`src/rtl/hit_pattern_gen_pkg.sv`:
```
// Shared definitions for the hit pattern generator: phase encoding and default geometry.
// Defaults line up with the TDC counter width, the 32-tap delay line and the 3-FF hit filter.
package hit_pattern_gen_pkg;

  typedef enum logic [2:0] {
    ST_IDLE  = 3'd0,
    ST_START = 3'd1,
    ST_WAIT  = 3'd2,
    ST_STOP  = 3'd3,
    ST_GAP   = 3'd4
  } hpg_state_t;

  localparam int COUNT_W_DEF   = 4;
  localparam int FINE_W_DEF    = 5;
  localparam int BURST_W_DEF   = 8;
  localparam int NFF           = 3;
  localparam int PULSE_LEN_DEF = NFF;
  localparam int IDLE_GAP_DEF  = 8;

  function automatic int max_int(input int a, input int b);
    return (a > b) ? a : b;
  endfunction

endpackage

```
`src/rtl/hit_pattern_gen_if.sv`:
```
// Command channel of the hit pattern generator: valid/ready handshake plus interval fields.
interface hit_pattern_gen_if #(
  parameter int COUNT_W = 4,
  parameter int FINE_W  = 5,
  parameter int BURST_W = 8
);
  logic               cmd_valid;
  logic               cmd_ready;
  logic [COUNT_W-1:0] cmd_coarse;
  logic [FINE_W-1:0]  cmd_fine;
  logic [BURST_W-1:0] cmd_repeat;

  modport master (
    output cmd_valid, cmd_coarse, cmd_fine, cmd_repeat,
    input  cmd_ready
  );

  modport slave (
    input  cmd_valid, cmd_coarse, cmd_fine, cmd_repeat,
    output cmd_ready
  );
endinterface

```
`src/rtl/hit_phase_timer.sv`:
```
// Loadable down-counter that times every hit phase; zero marks the last cycle of a phase.
module hit_phase_timer #(
  parameter int W = 4
) (
  input  logic         clk,
  input  logic         rst,
  input  logic         load,
  input  logic [W-1:0] load_val,
  output logic         zero
);
  logic [W-1:0] cnt_reg;

  always_ff @(posedge clk) begin
    if (rst) begin
      cnt_reg <= '0;
    end else if (load) begin
      cnt_reg <= load_val;
    end else if (cnt_reg != '0) begin
      cnt_reg <= cnt_reg - W'(1);
    end
  end

  assign zero = (cnt_reg == '0);
endmodule

```
`src/rtl/hit_pattern_gen.sv`:
```
// Start/stop hit pair generator: turns a coarse+fine interval command into pulse pairs on one
// hit line and publishes the count/bin the TDC should report for each pair.
module hit_pattern_gen
  import hit_pattern_gen_pkg::*;
#(
  parameter int COUNT_W   = COUNT_W_DEF,
  parameter int FINE_W    = FINE_W_DEF,
  parameter int BURST_W   = BURST_W_DEF,
  parameter int PULSE_LEN = PULSE_LEN_DEF,
  parameter int IDLE_GAP  = IDLE_GAP_DEF
) (
  input  logic               clk,
  input  logic               rst,
  hit_pattern_gen_if.slave   cmd,
  input  logic               abort,
  output logic               hit,
  output logic [FINE_W-1:0]  fine_sel,
  output logic               busy,
  output logic               exp_valid,
  output logic [COUNT_W-1:0] exp_count,
  output logic [FINE_W-1:0]  exp_bin,
  output logic               done
);
  localparam int TW = max_int(COUNT_W, max_int($clog2(PULSE_LEN + 1), $clog2(IDLE_GAP + 1)));

  hpg_state_t         state_reg, state_next;
  logic [COUNT_W-1:0] coarse_reg;
  logic [FINE_W-1:0]  fine_reg;
  logic [BURST_W-1:0] rep_reg;
  logic               hit_reg, exp_valid_reg, done_reg;
  logic [COUNT_W-1:0] exp_count_reg;
  logic [FINE_W-1:0]  exp_bin_reg;
  logic               accept, timer_load, timer_zero;
  logic [TW-1:0]      timer_val;
  logic               hit_next, strobe_next, done_next;

  assign cmd.cmd_ready = (state_reg == ST_IDLE);
  assign accept        = cmd.cmd_valid && (state_reg == ST_IDLE);

  hit_phase_timer #(.W(TW)) u_timer (
    .clk      (clk),
    .rst      (rst),
    .load     (timer_load),
    .load_val (timer_val),
    .zero     (timer_zero)
  );

  always_ff @(posedge clk) begin
    if (rst) state_reg <= ST_IDLE;
    else     state_reg <= state_next;
  end

  // The first START after accept is one cycle longer with hit held low, so hit rises one
  // cycle after the accept edge; a START entered from GAP raises hit immediately.
  always_comb begin
    state_next = state_reg;
    timer_load = 1'b0;
    timer_val  = '0;
    done_next  = 1'b0;
    case (state_reg)
      ST_IDLE: begin
        if (accept) begin
          state_next = ST_START;
          timer_load = 1'b1;
          timer_val  = TW'(PULSE_LEN);
        end
      end
      ST_START: begin
        if (rep_reg == '0) begin
          state_next = ST_IDLE;
          done_next  = 1'b1;
        end else if (timer_zero) begin
          state_next = ST_WAIT;
          timer_load = 1'b1;
          timer_val  = TW'(coarse_reg);
        end
      end
      ST_WAIT: begin
        if (timer_zero) begin
          state_next = ST_STOP;
          timer_load = 1'b1;
          timer_val  = TW'(PULSE_LEN - 1);
        end
      end
      ST_STOP: begin
        if (timer_zero) begin
          state_next = ST_GAP;
          timer_load = 1'b1;
          timer_val  = TW'(IDLE_GAP - 1);
        end
      end
      ST_GAP: begin
        if (timer_zero) begin
          if (rep_reg == BURST_W'(1)) begin
            state_next = ST_IDLE;
            done_next  = 1'b1;
          end else begin
            state_next = ST_START;
            timer_load = 1'b1;
            timer_val  = TW'(PULSE_LEN - 1);
          end
        end
      end
      default: state_next = ST_IDLE;
    endcase
    if (abort && (state_reg != ST_IDLE)) begin
      state_next = ST_IDLE;
      done_next  = 1'b0;
      timer_load = 1'b0;
    end
  end

  assign hit_next    = (state_next == ST_STOP) ||
                       ((state_next == ST_START) && (state_reg != ST_IDLE));
  assign strobe_next = (state_reg == ST_WAIT) && (state_next == ST_STOP);

  always_ff @(posedge clk) begin
    if (rst) begin
      coarse_reg    <= '0;
      fine_reg      <= '0;
      rep_reg       <= '0;
      hit_reg       <= 1'b0;
      exp_valid_reg <= 1'b0;
      exp_count_reg <= '0;
      exp_bin_reg   <= '0;
      done_reg      <= 1'b0;
    end else begin
      hit_reg       <= hit_next;
      exp_valid_reg <= strobe_next;
      done_reg      <= done_next;
      if (accept) begin
        coarse_reg <= cmd.cmd_coarse;
        fine_reg   <= cmd.cmd_fine;
        rep_reg    <= cmd.cmd_repeat;
      end else if ((state_reg == ST_GAP) && (state_next != ST_GAP)) begin
        rep_reg <= rep_reg - BURST_W'(1);
      end
      if (strobe_next) begin
        exp_count_reg <= coarse_reg;
        exp_bin_reg   <= fine_reg;
      end
    end
  end

  assign hit       = hit_reg;
  assign fine_sel  = fine_reg;
  assign busy      = (state_reg != ST_IDLE);
  assign exp_valid = exp_valid_reg;
  assign exp_count = exp_count_reg;
  assign exp_bin   = exp_bin_reg;
  assign done      = done_reg;
endmodule

```
`src/flat_wrapper.sv`:
```
// flat-port wrapper written by rule: the top's interface ports become plain ports
module hit_pattern_gen_flat import hit_pattern_gen_pkg::*;
#(
  parameter int COUNT_W   = COUNT_W_DEF,
  parameter int FINE_W    = FINE_W_DEF,
  parameter int BURST_W   = BURST_W_DEF,
  parameter int PULSE_LEN = PULSE_LEN_DEF,
  parameter int IDLE_GAP  = IDLE_GAP_DEF
)
  (clk, rst, abort, hit, fine_sel, busy, exp_valid, exp_count, exp_bin, done, cmd_cmd_valid, cmd_cmd_coarse, cmd_cmd_fine, cmd_cmd_repeat, cmd_cmd_ready);
  hit_pattern_gen_if #(.COUNT_W(COUNT_W), .FINE_W(FINE_W), .BURST_W(BURST_W)) cmd_i ();
  input  logic clk;
  input  logic rst;
  input  logic abort;
  output logic hit;
  output logic [FINE_W-1:0] fine_sel;
  output logic busy;
  output logic exp_valid;
  output logic [COUNT_W-1:0] exp_count;
  output logic [FINE_W-1:0] exp_bin;
  output logic done;
  input wire logic [$bits(cmd_i.cmd_valid)-1:0] cmd_cmd_valid;
  input wire logic [$bits(cmd_i.cmd_coarse)-1:0] cmd_cmd_coarse;
  input wire logic [$bits(cmd_i.cmd_fine)-1:0] cmd_cmd_fine;
  input wire logic [$bits(cmd_i.cmd_repeat)-1:0] cmd_cmd_repeat;
  output wire logic [$bits(cmd_i.cmd_ready)-1:0] cmd_cmd_ready;
  assign cmd_i.cmd_valid = cmd_cmd_valid;
  assign cmd_i.cmd_coarse = cmd_cmd_coarse;
  assign cmd_i.cmd_fine = cmd_cmd_fine;
  assign cmd_i.cmd_repeat = cmd_cmd_repeat;
  assign cmd_cmd_ready = cmd_i.cmd_ready;
  hit_pattern_gen #(.COUNT_W(COUNT_W), .FINE_W(FINE_W), .BURST_W(BURST_W), .PULSE_LEN(PULSE_LEN), .IDLE_GAP(IDLE_GAP)) u_core (.clk(clk), .rst(rst), .cmd(cmd_i), .abort(abort), .hit(hit), .fine_sel(fine_sel), .busy(busy), .exp_valid(exp_valid), .exp_count(exp_count), .exp_bin(exp_bin), .done(done));
endmodule
```
`config.mk`:
```
export PLATFORM = sky130hd
export DESIGN_NAME = hit_pattern_gen_flat
export DESIGN_NICKNAME = d
export VERILOG_FILES = /design/src/rtl/hit_pattern_gen_pkg.sv /design/src/rtl/hit_pattern_gen_if.sv /design/src/rtl/hit_phase_timer.sv /design/src/rtl/hit_pattern_gen.sv /design/src/flat_wrapper.sv
export SDC_FILE = /design/constraint.sdc
export NUM_CORES = 1
export LEC_CHECK = 0
export CAP_MARGIN = 0
export CORE_MARGIN = 10
export CORE_UTILIZATION = 45
export CTS_CLUSTER_SIZE = 40
export DETAILED_ROUTE_END_ITERATION = 16
export PLACE_DENSITY = 0.77
export REMOVE_ABC_BUFFERS = 1
export SYNTH_ARGS = -nofsm -noshare
export SYNTH_HDL_FRONTEND = slang
export SYNTH_HIERARCHICAL = 1
export SYNTH_SLANG_ARGS = --single-unit
```
`constraint.sdc`:
```
create_clock -name clk -period 2.2 [get_ports clk]
set_input_delay 0.33 -clock clk [delete_from_list [all_inputs] [get_ports clk]]
set_output_delay 0.33 -clock clk [all_outputs]
set_load 0.01 [all_outputs]
```
== After elaboration in Yosys (flattened, before gate mapping) ==
Index checks and enable logic that the tools add are counted.
Word-level totals
  register bits: 36
  input port bits: 21
  output and inout bits: 19
  word-level logic and storage cells: 67
Cells by class
  $add $sub $neg: 2
  eq/ne operators: 8
  mux-type cells: 32
  reduce and logical (&&, ||, !) cells: 15
Operators by type and width (count)
  $mux 3: 8
  $mux 4: 5
  $pmux 4 s5: 1
  $mux 8: 2
  $pmux 3 s5: 1
  $mux 1: 10
  $eq 3x2->1 const B: 3
  $eq 8x1->1 const B: 1
  $logic_not 8->1: 1
  $sub 8x1->8 const B: 1
  $eq 3x1->1 const B: 2
  $mux 2: 3
  $logic_and 1x1->1: 5
  $logic_not 4->1: 1
  $pmux 1 s4: 1
  $reduce_bool 2->1: 2
  $reduce_bool 4->1: 1
  $reduce_or 2->1: 2
  $sub 4x1->4 const B: 1
  $eq 3x3->1 const B: 1
  $logic_not 3->1: 1
  $ne 3x3->1 const B: 1
  $reduce_bool 3->1: 1
  $pmux 1 s2: 1
  $logic_or 1x1->1: 1

== Logic depth before layout (Yosys ltp) ==
Gate-level depths: netlist of run 1.
  depth in word-level cells: 9
  depth in mapped cells: 10

== Cells and area by module ==
Netlist of run 1, hierarchy kept.
By module, submodules not included
  hit_pattern_gen: instances 1, cells each 190, area each 1631.6 sq um, seq. area each 640.6 sq um
  hit_phase_timer: instances 1, cells each 24, area each 229.0 sq um, seq. area each 80.1 sq um

== Least setup slack after synthesis of run 1 ==
Ideal clock, no wire load.
  path type: register to register
  start: register u_core.u_timer.cnt_reg[0]
  end: register u_core.u_timer.cnt_reg[3]
  setup time: 0.128 ns
  data arrival time: 2.153 ns
  setup slack: -0.082 ns
  stages on the path, launching flop included: 11
  cells stage by stage: dfxtp_1 > inv_1 > ha_1 > nor3b_4 > buf_2 > inv_1 > a2111oi_2 > nor3_1 > nor2_1 > or2_2 > o32ai_1
Between the ends
  word-level cells in the longest chain between the ends: 6
  elaborated cells on any way between the ends: 14
  classes of those cells: add/sub (1); mux (10); reduce/logical (3)
RTL lines
  start, declared: RTL line hit_phase_timer.sv:11  | logic [W-1:0] cnt_reg;
  start signal, assigned: RTL line hit_phase_timer.sv:17  | cnt_reg <= load_val;
  start signal, assigned: RTL line hit_phase_timer.sv:19  | cnt_reg <= cnt_reg - W'(1);
  $logic_not 4->1 *: RTL line hit_phase_timer.sv:23  | assign zero = (cnt_reg == '0);
  named net u_core.timer_zero: RTL line hit_pattern_gen.sv:33  | logic accept, timer_load, timer_zero;
  $mux 1: RTL line hit_pattern_gen.sv:72, hit_pattern_gen.sv:79, hit_pattern_gen.sv:86
  $mux 1: RTL line hit_pattern_gen.sv:69  | if (rep_reg == '0) begin
  $pmux 1 s4 *: RTL line hit_pattern_gen.sv:60  | case (state_reg)
  $mux 1 *: RTL line hit_pattern_gen.sv:106  | if (abort && (state_reg != ST_IDLE)) begin
  named net u_core.timer_load: RTL line hit_pattern_gen.sv:33
  $mux 4 / $reduce_bool 2->1 (equally long branches)
The timed path passes the listed nets; every way through them passes the cells marked *. The select of a mux whose other input is x is not followed.
A chain may end at the register's enable or synchronous reset.

== Final worst setup path of run 1 ==
  start: register u_core.state_reg[0]
  end: output cmd_cmd_ready
Between the ends
  word-level cells in the longest chain between the ends: 1
RTL lines
  start, declared: RTL line hit_pattern_gen.sv:26  | hpg_state_t state_reg, state_next;
  start signal, assigned: RTL line hit_pattern_gen.sv:50  | else state_reg <= state_next;
  $logic_not 3->1: RTL line hit_pattern_gen.sv:37  | assign cmd.cmd_ready = (state_reg == ST_IDLE);
  end, declared: RTL line flat_wrapper.sv:26  | output wire logic [$bits(cmd_i.cmd_ready)-1:0] cmd_cmd_ready;
No other way between the ends.

==> results of run 1 <==
-- layout make-up --
type / count / area, sq um
clock inverters: 1 / 7.51
fillers: 333 / 1570
clock buffers: 7 / 86.3
well taps: 50 / 62.6
inverters: 7 / 27.5
flip-flops and latches: 36 / 722
multi-input cells: 158 / 1060
repair buffers: 49 / 465
-- critical path: stages, from the launching register on --
cell             delay, ns
dfxtp_1               0.44
or3_4                 0.43
clkinv_2              0.07
clkdlybuf4s50_1       0.55
-- placed cells by master (no fill, tap or decap), drive strengths merged, types with 2 or more instances in the layout --
cell	Yosys	final
clkdlybuf4s50	0	39
xnor2	3	3
or3	3	3
a211oi	5	5
nor3b	3	3
dfxtp	36	36
clkbuf	4	7
and2	4	4
nor4	2	2
mux2	3	3
xor2	4	4
a311oi	2	2
ha	3	3
nand3	12	12
nand2	36	36
o21ai	2	2
and3	3	3
nor2b	3	3
a21oi	21	21
o22ai	2	2
or2	3	3
inv	6	6
a211o	2	2
nor2	15	15
nand4	3	3
buf	9	10
a31oi	2	2
nor3	6	6
-- cells by family (layout without fill, tap and decap cells) --
group	count (synthesis)	count (layout)
flops	36	36
mux	3	3
fa+ha+maj	4	4
buf+inv	20	64
xor+xnor	7	7
simple gates	101	101
compound gates	43	43
-- cell usage after synthesis (4+ instances only) --
cell      number
inv_1          6
nand2_1       35
dfxtp_1       36
buf_2          5
a21oi_1       21
nand3_1       12
nor2_1        15
a211oi_2       5
xor2_1         4
clkbuf_1       4
nor3_1         5
-- layer usage --
layer,vias up,track usage (%),wire (um)
li1,835,-,-
met1,800,15.5,2050
met2,39,21.0,2300
met3,6,3.77,244
met4,0,5.02,69
met5,-,0,0
-- per-stage QoR --
stage | total power (W) | instances | worst slack [ns] | TNS [ns] | hold slack (ns)
3_5_place_dp | 0.00193 | 300 | 0.0112 | 0 | 0.448
3_3_place_gp | 0.00191 | 300 | 0.0668 | 0 | 0.442
5_1_grt | 0.00259 | 308 | -0.00181 | -0.00181 | 0.481
2_1_floorplan | 0.00154 | 201 | -0.304 | -1.09 | 0.395
6_report | 0.00246 | 308 | 0.0970 | 0 | 0.455
4_1_cts | 0.00242 | 308 | 0.0211 | 0 | 0.458
-- report_power, final --
group | switching (W) | internal [W]
Clock | 0.000229 | 0.000254
Sequential | 0.000131 | 0.000754
Combinational | 0.000577 | 0.000511
-- worst max path at each step --
stage	startpoint	to	slack, ns
floorplan	u_core/u_timer/cnt_reg[0]	u_core/u_timer/cnt_reg[3]	-0.30
global placement	cmd_cmd_valid	u_core/u_timer/cnt_reg[3]	0.07
detailed placement	cmd_cmd_valid	u_core/u_timer/cnt_reg[3]	0.01
CTS	u_core/u_timer/cnt_reg[0]	u_core/u_timer/cnt_reg[3]	0.02
global route	u_core/u_timer/cnt_reg[0]	u_core/rep_reg[7]	-0.002
finish	u_core/state_reg[0]	cmd_cmd_ready	0.1
-- repair_timing --
action | in CTS | in global routing
endpoints found under the hold margin | 0 | 0
resized for setup | 0 | 5
setup endpoints to repair | 0 | 5
hold buffers | 0 | 0
==> results_dict.tcl, run 1 <==
set metrics [dict create \
    grt_pass1_vias 1660 \
    synth-simple-area-share_pct 30.5 \
    r2r-end "u_core/u_timer/cnt_reg[3]" \
    antenna_found_initial 0 \
    ys_seq_area_share_pct 38.7 \
    syn_inst 214 \
    die_area_sq_um 7110 \
    start_util_pct 46.5 \
    cts_root_buf "clkbuf_8" \
    synth_warnings 6 \
    syn_to_final_growth_pct 30.8 \
    cts_max_level 2 \
    rr_startpoint "u_core/u_timer/cnt_reg[0]" \
    status "complete, no violations" \
    cts.sink_count 36 \
    drt_iter0_drc 195 \
    post_drt_wl_per_cell_um 15.1 \
    final.min_clock_period_ns 2.10 \
    setup-violations-final 0 \
    r2r_slack_ns 0.12 \
    min_path_cells 2 \
    cts_buffers 5 \
    drive_gt1_share_pct 18.2 \
    place.gp.congestion 0.787 \
    die_width_um 84.3 \
    synthesis.area_sq_um 1860 \
    clk_path_buf_depth 2 \
    grt_pass1_wl_um 7830 \
    synth_edf_count 0 \
    skew_ns 0.00313 \
    synth_ff_type "dfxtp_1" \
    ant_nets 0 \
    dp_hpwl_um 3420 \
    post-cts-setup-buffer-count 0 \
    dr.pass1.iters 4 \
    p_leak_nw 0.881 \
    synth_top_area_cell "dfxtp_1" \
    powerDensity_nw_per_um2 1010 \
    synth_cell_type_count 56 \
    path_class "flop to primary output" \
    synth_area_leaders "dfxtp_1 39%, nand2_1 7.1%, a21oi_1 5.6%" \
    coreArea_sq_um 4000 \
    slew_viol_final 0 \
    hp-start "u_core/exp_count[3]" \
    synthAdderAreaFrac_pct 2.62 \
    fin_nets 281 \
    vias 1680 \
    synth_top_family_by_area "simple AND/OR/NAND/NOR gates" \
    ys_seq_elements 36 \
    r2r_cells 10 \
    drcViolationCount 0 \
    async_flop_share_pct 0 \
    cp-start-kind "flop" \
    ioPinCount 40 \
    synthXorXnorAreaFrac_pct 3.30 \
    avgViaCountPerCell 5.45 \
    fp.dieH_um 84.3 \
    cts_tree "built" \
    largest_reg_flops 8 \
    totalWireLength_um 4670 \
    worstPathMaxFanout 11 \
    worst_slew_pin_slew_ns 0.515 \
    clkLatencyLatePin_ns 0.28 \
    port_buffers 39 \
    cp_data_required_time_ns 1.87 \
    peakVddDrop_uv 490 \
    synth_compound_area_share_pct 16.9 \
    yosysTopAreaCellShare_pct 38.7 \
    final_util_pct 60.8 \
    post-route-period-util_pct 95.6 \
    drv_cap 0 \
    hold_class "flop to flop" \
    placed_cell_area_sq_um 2310 \
    synthMuxAreaShare_pct 2.02 \
    critPathCaptureType "primary output" \
    diodes 0 \
    hold_viol_final 0 \
    fin_area_sq_um 2430 \
    track_usage_pct 12.9 \
    gr-total-overflow 0 \
    hold_end "u_core/exp_count[3]" \
    syn_area_per_cell_sq_um 8.69 \
    grt_max_degree 26 \
    rows 23 \
    fmax_mhz 476 \
    clkTransAtPathRegs_ns 0.07 \
    worstPathArrival_ns 1.77 \
    slew_headroom_pct 65.5 \
]
Power figures use the tool's default switching activity.
==> inputs of run 2 (changes only) <==
==> constraint.sdc (replaced) <==
create_clock -name clk -period 2.2 [get_ports clk]
set_input_delay 0.33 -clock clk [delete_from_list [all_inputs] [get_ports clk]]
set_output_delay 0.33 -clock clk [all_outputs]
set_load 0.02 [all_outputs]
==> results_dict.tcl, run 2 (synthesis results as in run 1) <==
set metrics [dict create \
    status "complete, no violations" \
    totalWireLength_um 4500 \
    avgViaCountPerCell 5.39 \
    hold_class "flop to flop" \
    clk_path_buf_depth 2 \
    rows 23 \
    powerDensity_nw_per_um2 1010 \
    slowest_delay_ns 0.38 \
    clkLatencyLatePin_ns 0.29 \
    die_area_sq_um 7110 \
    finalHoldWorstSlack_ns 0.455 \
    start_util_pct 46.5 \
    cts_buffers 5 \
    worstPathMaxFanout 7 \
    place.gp.congestion 0.796 \
    hold_buffers 0 \
    cts_tree "built" \
    cts.sink_count 36 \
    critPathCaptureType "flop" \
    grt_pass1_wl_um 7600 \
    worst_slew_pin_slew_ns 0.488 \
    cts_max_level 2 \
    worst-path-buf-inv 3 \
    crit_chain "inv_1 > ha_1 > nor3b_4 > buf_4 > or2_1 > buf_4 > nand3_1 > o21ai_0 > a311oi_1" \
    cp_data_required_time_ns 2.37 \
    worstPathArrival_ns 2.22 \
    rsz0062_at_grt "false" \
    cp-start-kind "flop" \
    antenna_found_initial 0 \
    layout_common_cells "38 x clkdlybuf4s50_1, 36 x dfxtp_1, 35 x nand2_1" \
    die_width_um 84.3 \
    layout_commonest_cell "clkdlybuf4s50_1" \
    fin_tns_setup_ns 0 \
    fin_nets 282 \
    fmax_mhz 487 \
    cts_root_buf "clkbuf_8" \
    final_cells 309 \
    cpLargestDelayFamily "simple AND/OR/NAND/NOR gates" \
    cp_common_cell "buf_4" \
    vias 1666 \
    placed_cells 301 \
    port_buffers 39 \
    dp_hpwl_um 3250 \
    grt_max_degree 26 \
    ioPinCount 40 \
    grt_pass1_vias 1635 \
    diodes 0 \
    post-route-period-util_pct 93.4 \
    drt_iter0_drc 207 \
    clkTransAtPathRegs_ns 0.08 \
    path_class "flop to flop" \
    crit_slowest_cell "a311oi_1" \
    setup-violations-final 0 \
    largest_reg_flops 8 \
    drive_gt1_share_pct 18.9 \
    slew_viol_final 0 \
    coreArea_sq_um 4000 \
    slew_headroom_pct 67.2 \
    post_drt_wl_per_cell_um 14.6 \
    final.min_clock_period_ns 2.05 \
    dr.pass1.iters 4 \
    drv_cap 0 \
    drcViolationCount 0 \
    peakVddDrop_uv 613 \
    hold_viol_final 0 \
    skew_ns 0.00659 \
    ant_nets 0 \
    fp.dieH_um 84.3 \
    syn_to_final_growth_pct 31.6 \
    p_leak_nw 0.890 \
    gr-total-overflow 0 \
    track_usage_pct 12.4 \
]
## run 2: power breakdown
group	internal, W	total, W	leakage [nW]	switching [W]
logic	0.000517	0.00113	0.555	0.000608
registers	0.000753	0.000873	0.294	0.000121
clock network	0.000224	0.000476	0.0404	0.000252
## run 2: through the flow
stage / total power [W] / cell area [sq um] / utilization (%) / setup WS, ns
finish: 0.00247 / 2450 / 61.2 / 0.146
global route: 0.00264 / 2450 / 61.2 / 0.00444
CTS: 0.00244 / 2410 / 60.3 / 0.0232
detailed placement: 0.00196 / 2320 / 58.0 / 0.0244
global placement: 0.00194 / 2320 / 58.0 / 0.0715
floorplan: 0.00157 / 1780 / - / -0.304
## run 2: per-layer routing
layer	routed length, um	global-route usage (%)	up-vias
met2	2120	19.7	50
met3	322	4.64	5
met5	0	0	-
met4	52	3.81	0
li1	-	-	838
met1	2010	15.2	773
## run 2: worst reg2reg max path, stage by stage, from the launching register on
cell	delay (ns)
dfxtp_1	0.35
inv_1	0.07
ha_1	0.22
nor3b_4	0.16
buf_4	0.17
or2_1	0.28
buf_4	0.16
nand3_1	0.06
o21ai_0	0.07
a311oi_1	0.38
## run 2: cell type report
| cell class | instances | area [sq um] |
|---|---|---|
| fillers | 345 | 1550 |
| multi-input cells | 158 | 1070 |
| flip-flops and latches | 36 | 721 |
| repair buffers | 50 | 475 |
| clock buffers | 5 | 68.8 |
| well taps | 50 | 62.6 |
| inverters | 7 | 27.5 |
| clock inverters | 3 | 23.8 |
## run 2: worst paths after layout
path / startpoint / slack [ns] / end / depth (start not counted)
worst max-delay path: u_core/u_timer/cnt_reg[0] / 0.15 / u_core/rep_reg[3] / 9
worst min register to register: u_core/exp_bin[2] / 0.46 / u_core/exp_bin[2] / 2
worst min-delay path: u_core/exp_bin[2] / 0.46 / u_core/exp_bin[2] / 2
worst max register to register: u_core/u_timer/cnt_reg[0] / 0.15 / u_core/rep_reg[3] / 9
## run 2: repair_timing
item                                    CTS  global route
endpoints found under the setup margin    0             5
gates resized for setup                   0             6
endpoints found under the hold margin     0             0
buffers inserted                          0             0
==> inputs of run 3 (changes only) <==
PLACE_DENSITY = 0.74   (was 0.77)
clock period = 1.94 ns   (was 2.2 ns; I/O delays follow)
==> results_dict.tcl, run 3 (synthesis results as in run 1) <==
set metrics [dict create \
    wl_met1_um 2260 \
    post_drt_wl_per_cell_um 14.9 \
    track_usage_pct 14.4 \
    dp_hpwl_um 3650 \
    powerDensity_nw_per_um2 1260 \
    fin_tns_setup_ns -0.201 \
    seqCellArea_sq_um 723 \
    drt_iter0_drc 111 \
    drcViolationCount 0 \
    pre_cts_ws_ns -0.126 \
    peakVddDrop_uv 664 \
    place.gp.congestion 0.919 \
    cts.sink_count 36 \
    hold_buffers 0 \
    critPathCaptureType "flop" \
    port_buffers 39 \
    fill_cells 339 \
    violations "setup timing" \
    layout_commonest_cell "buf_4" \
    cts_tree "built" \
    vias 1835 \
    die_width_um 84.3 \
    largest_reg_flops 8 \
    clkTransAtPathRegs_ns 0.07 \
    skew_ns 0.00510 \
    cts_root_buf "clkbuf_8" \
    slew_viol_final 0 \
    fp.dieH_um 84.3 \
    slew_headroom_pct 65.7 \
    fmax_mhz 499 \
    ant_nets 0 \
    layout_common_cells "43 x buf_4, 37 x clkdlybuf4s50_1, 35 x nand2_1" \
    diodes 0 \
    final.min_clock_period_ns 2.00 \
    fin_nets 316 \
    clkLatencyLatePin_ns 0.29 \
    gr-total-overflow 0 \
    antenna_found_initial 0 \
    setup_ws_ns -0.0625 \
    dr.pass1.iters 4 \
    grt_pass1_wl_um 8710 \
    worst_slew_pin_slew_ns 0.512 \
    multiInputGateArea_sq_um 1120 \
    die_area_sq_um 7110 \
    worstPathMaxFanout 6 \
    totalWireLength_um 5110 \
    path_class "flop to flop" \
    rsz0062_at_grt "true" \
    setup-violations-final 6 \
    r2r_slack_ns -0.06 \
    cp-start-kind "flop" \
    grt_max_degree 24 \
    grt_pass1_vias 1901 \
    route.met3.wl_um 390 \
    ioPinCount 40 \
    worstPathArrival_ns 2.16 \
    cts_buffers 5 \
    top_layer "met4" \
    final_cells 343 \
    placed_cells 325 \
    rows 23 \
    cts_max_level 2 \
    drive_gt1_share_pct 32.1 \
    drv_cap 0 \
    p_leak_nw 1.09 \
    coreArea_sq_um 4000 \
    syn_to_final_growth_pct 49.3 \
    finalHoldWorstSlack_ns 0.457 \
    clk_path_buf_depth 2 \
    status "finished, violations left" \
    start_util_pct 46.5 \
    hold_class "flop to flop" \
    hold_viol_final 0 \
    cp_data_required_time_ns 2.10 \
    post-route-period-util_pct 103 \
    avgViaCountPerCell 5.35 \
    wl_met2_um 2370 \
]
[run 3: area by class of cell]
| class | instances | share of cell area [%] |
|---|---|---|
| repair buffers | 84 | 26.4 |
| well taps | 50 | 2.25 |
| clock inverters | 2 | 1.26 |
| clock buffers | 6 | 2.61 |
| flip-flops and latches | 36 | 26.0 |
| multi-input cells | 158 | 40.3 |
| inverters | 7 | 1.17 |
[run 3: worst paths after layout]
path | from | endpoint | cells past startpoint
max reg2reg | u_core/u_timer/cnt_reg[1] | u_core/u_timer/cnt_reg[3] | 11
min | u_core/exp_bin[4] | u_core/exp_bin[4] | 2
min reg2reg | u_core/exp_bin[4] | u_core/exp_bin[4] | 2
max | u_core/u_timer/cnt_reg[1] | u_core/u_timer/cnt_reg[3] | 11
[run 3: timing repair]
item	CTS	global route
resized for setup	17	10
setup endpoints to repair	16	9
pin swaps	8	7
setup buffers	4	8
gates cloned	0	0
[run 3: worst max-delay path, stage by stage (launching register included)]
cell	delay, ns
dfxtp_2	0.33
inv_2	0.07
ha_4	0.13
nor3b_4	0.26
buf_6	0.16
inv_6	0.03
a2111oi_4	0.34
nor3_2	0.09
nor2_1	0.10
buf_4	0.15
or2_4	0.14
o32ai_2	0.07
[run 3: per-layer routing]
layer  global-route usage, %  up-vias
li1                        -      905
met1                    17.7      865
met2                    22.1       59
met3                    4.35        6
met4                    7.00        0
met5                       0        -
[run 3: power breakdown]
group / switching [W] / internal, W / total (W)
combinational: 0.000885 / 0.00100 / 0.00189
clock: 0.000273 / 0.000381 / 0.000654
sequential: 0.000112 / 0.000857 / 0.000969
[run 3: through the flow]
step | cell area [sq um] | power (W) | util (%)
floorplan | 1780 | 0.00178 | -
global placement | 2500 | 0.00245 | 62.5
detailed placement | 2500 | 0.00246 | 62.5
CTS | 2680 | 0.00328 | 67.1
global route | 2780 | 0.00373 | 69.4
finish | 2780 | 0.00351 | 69.4
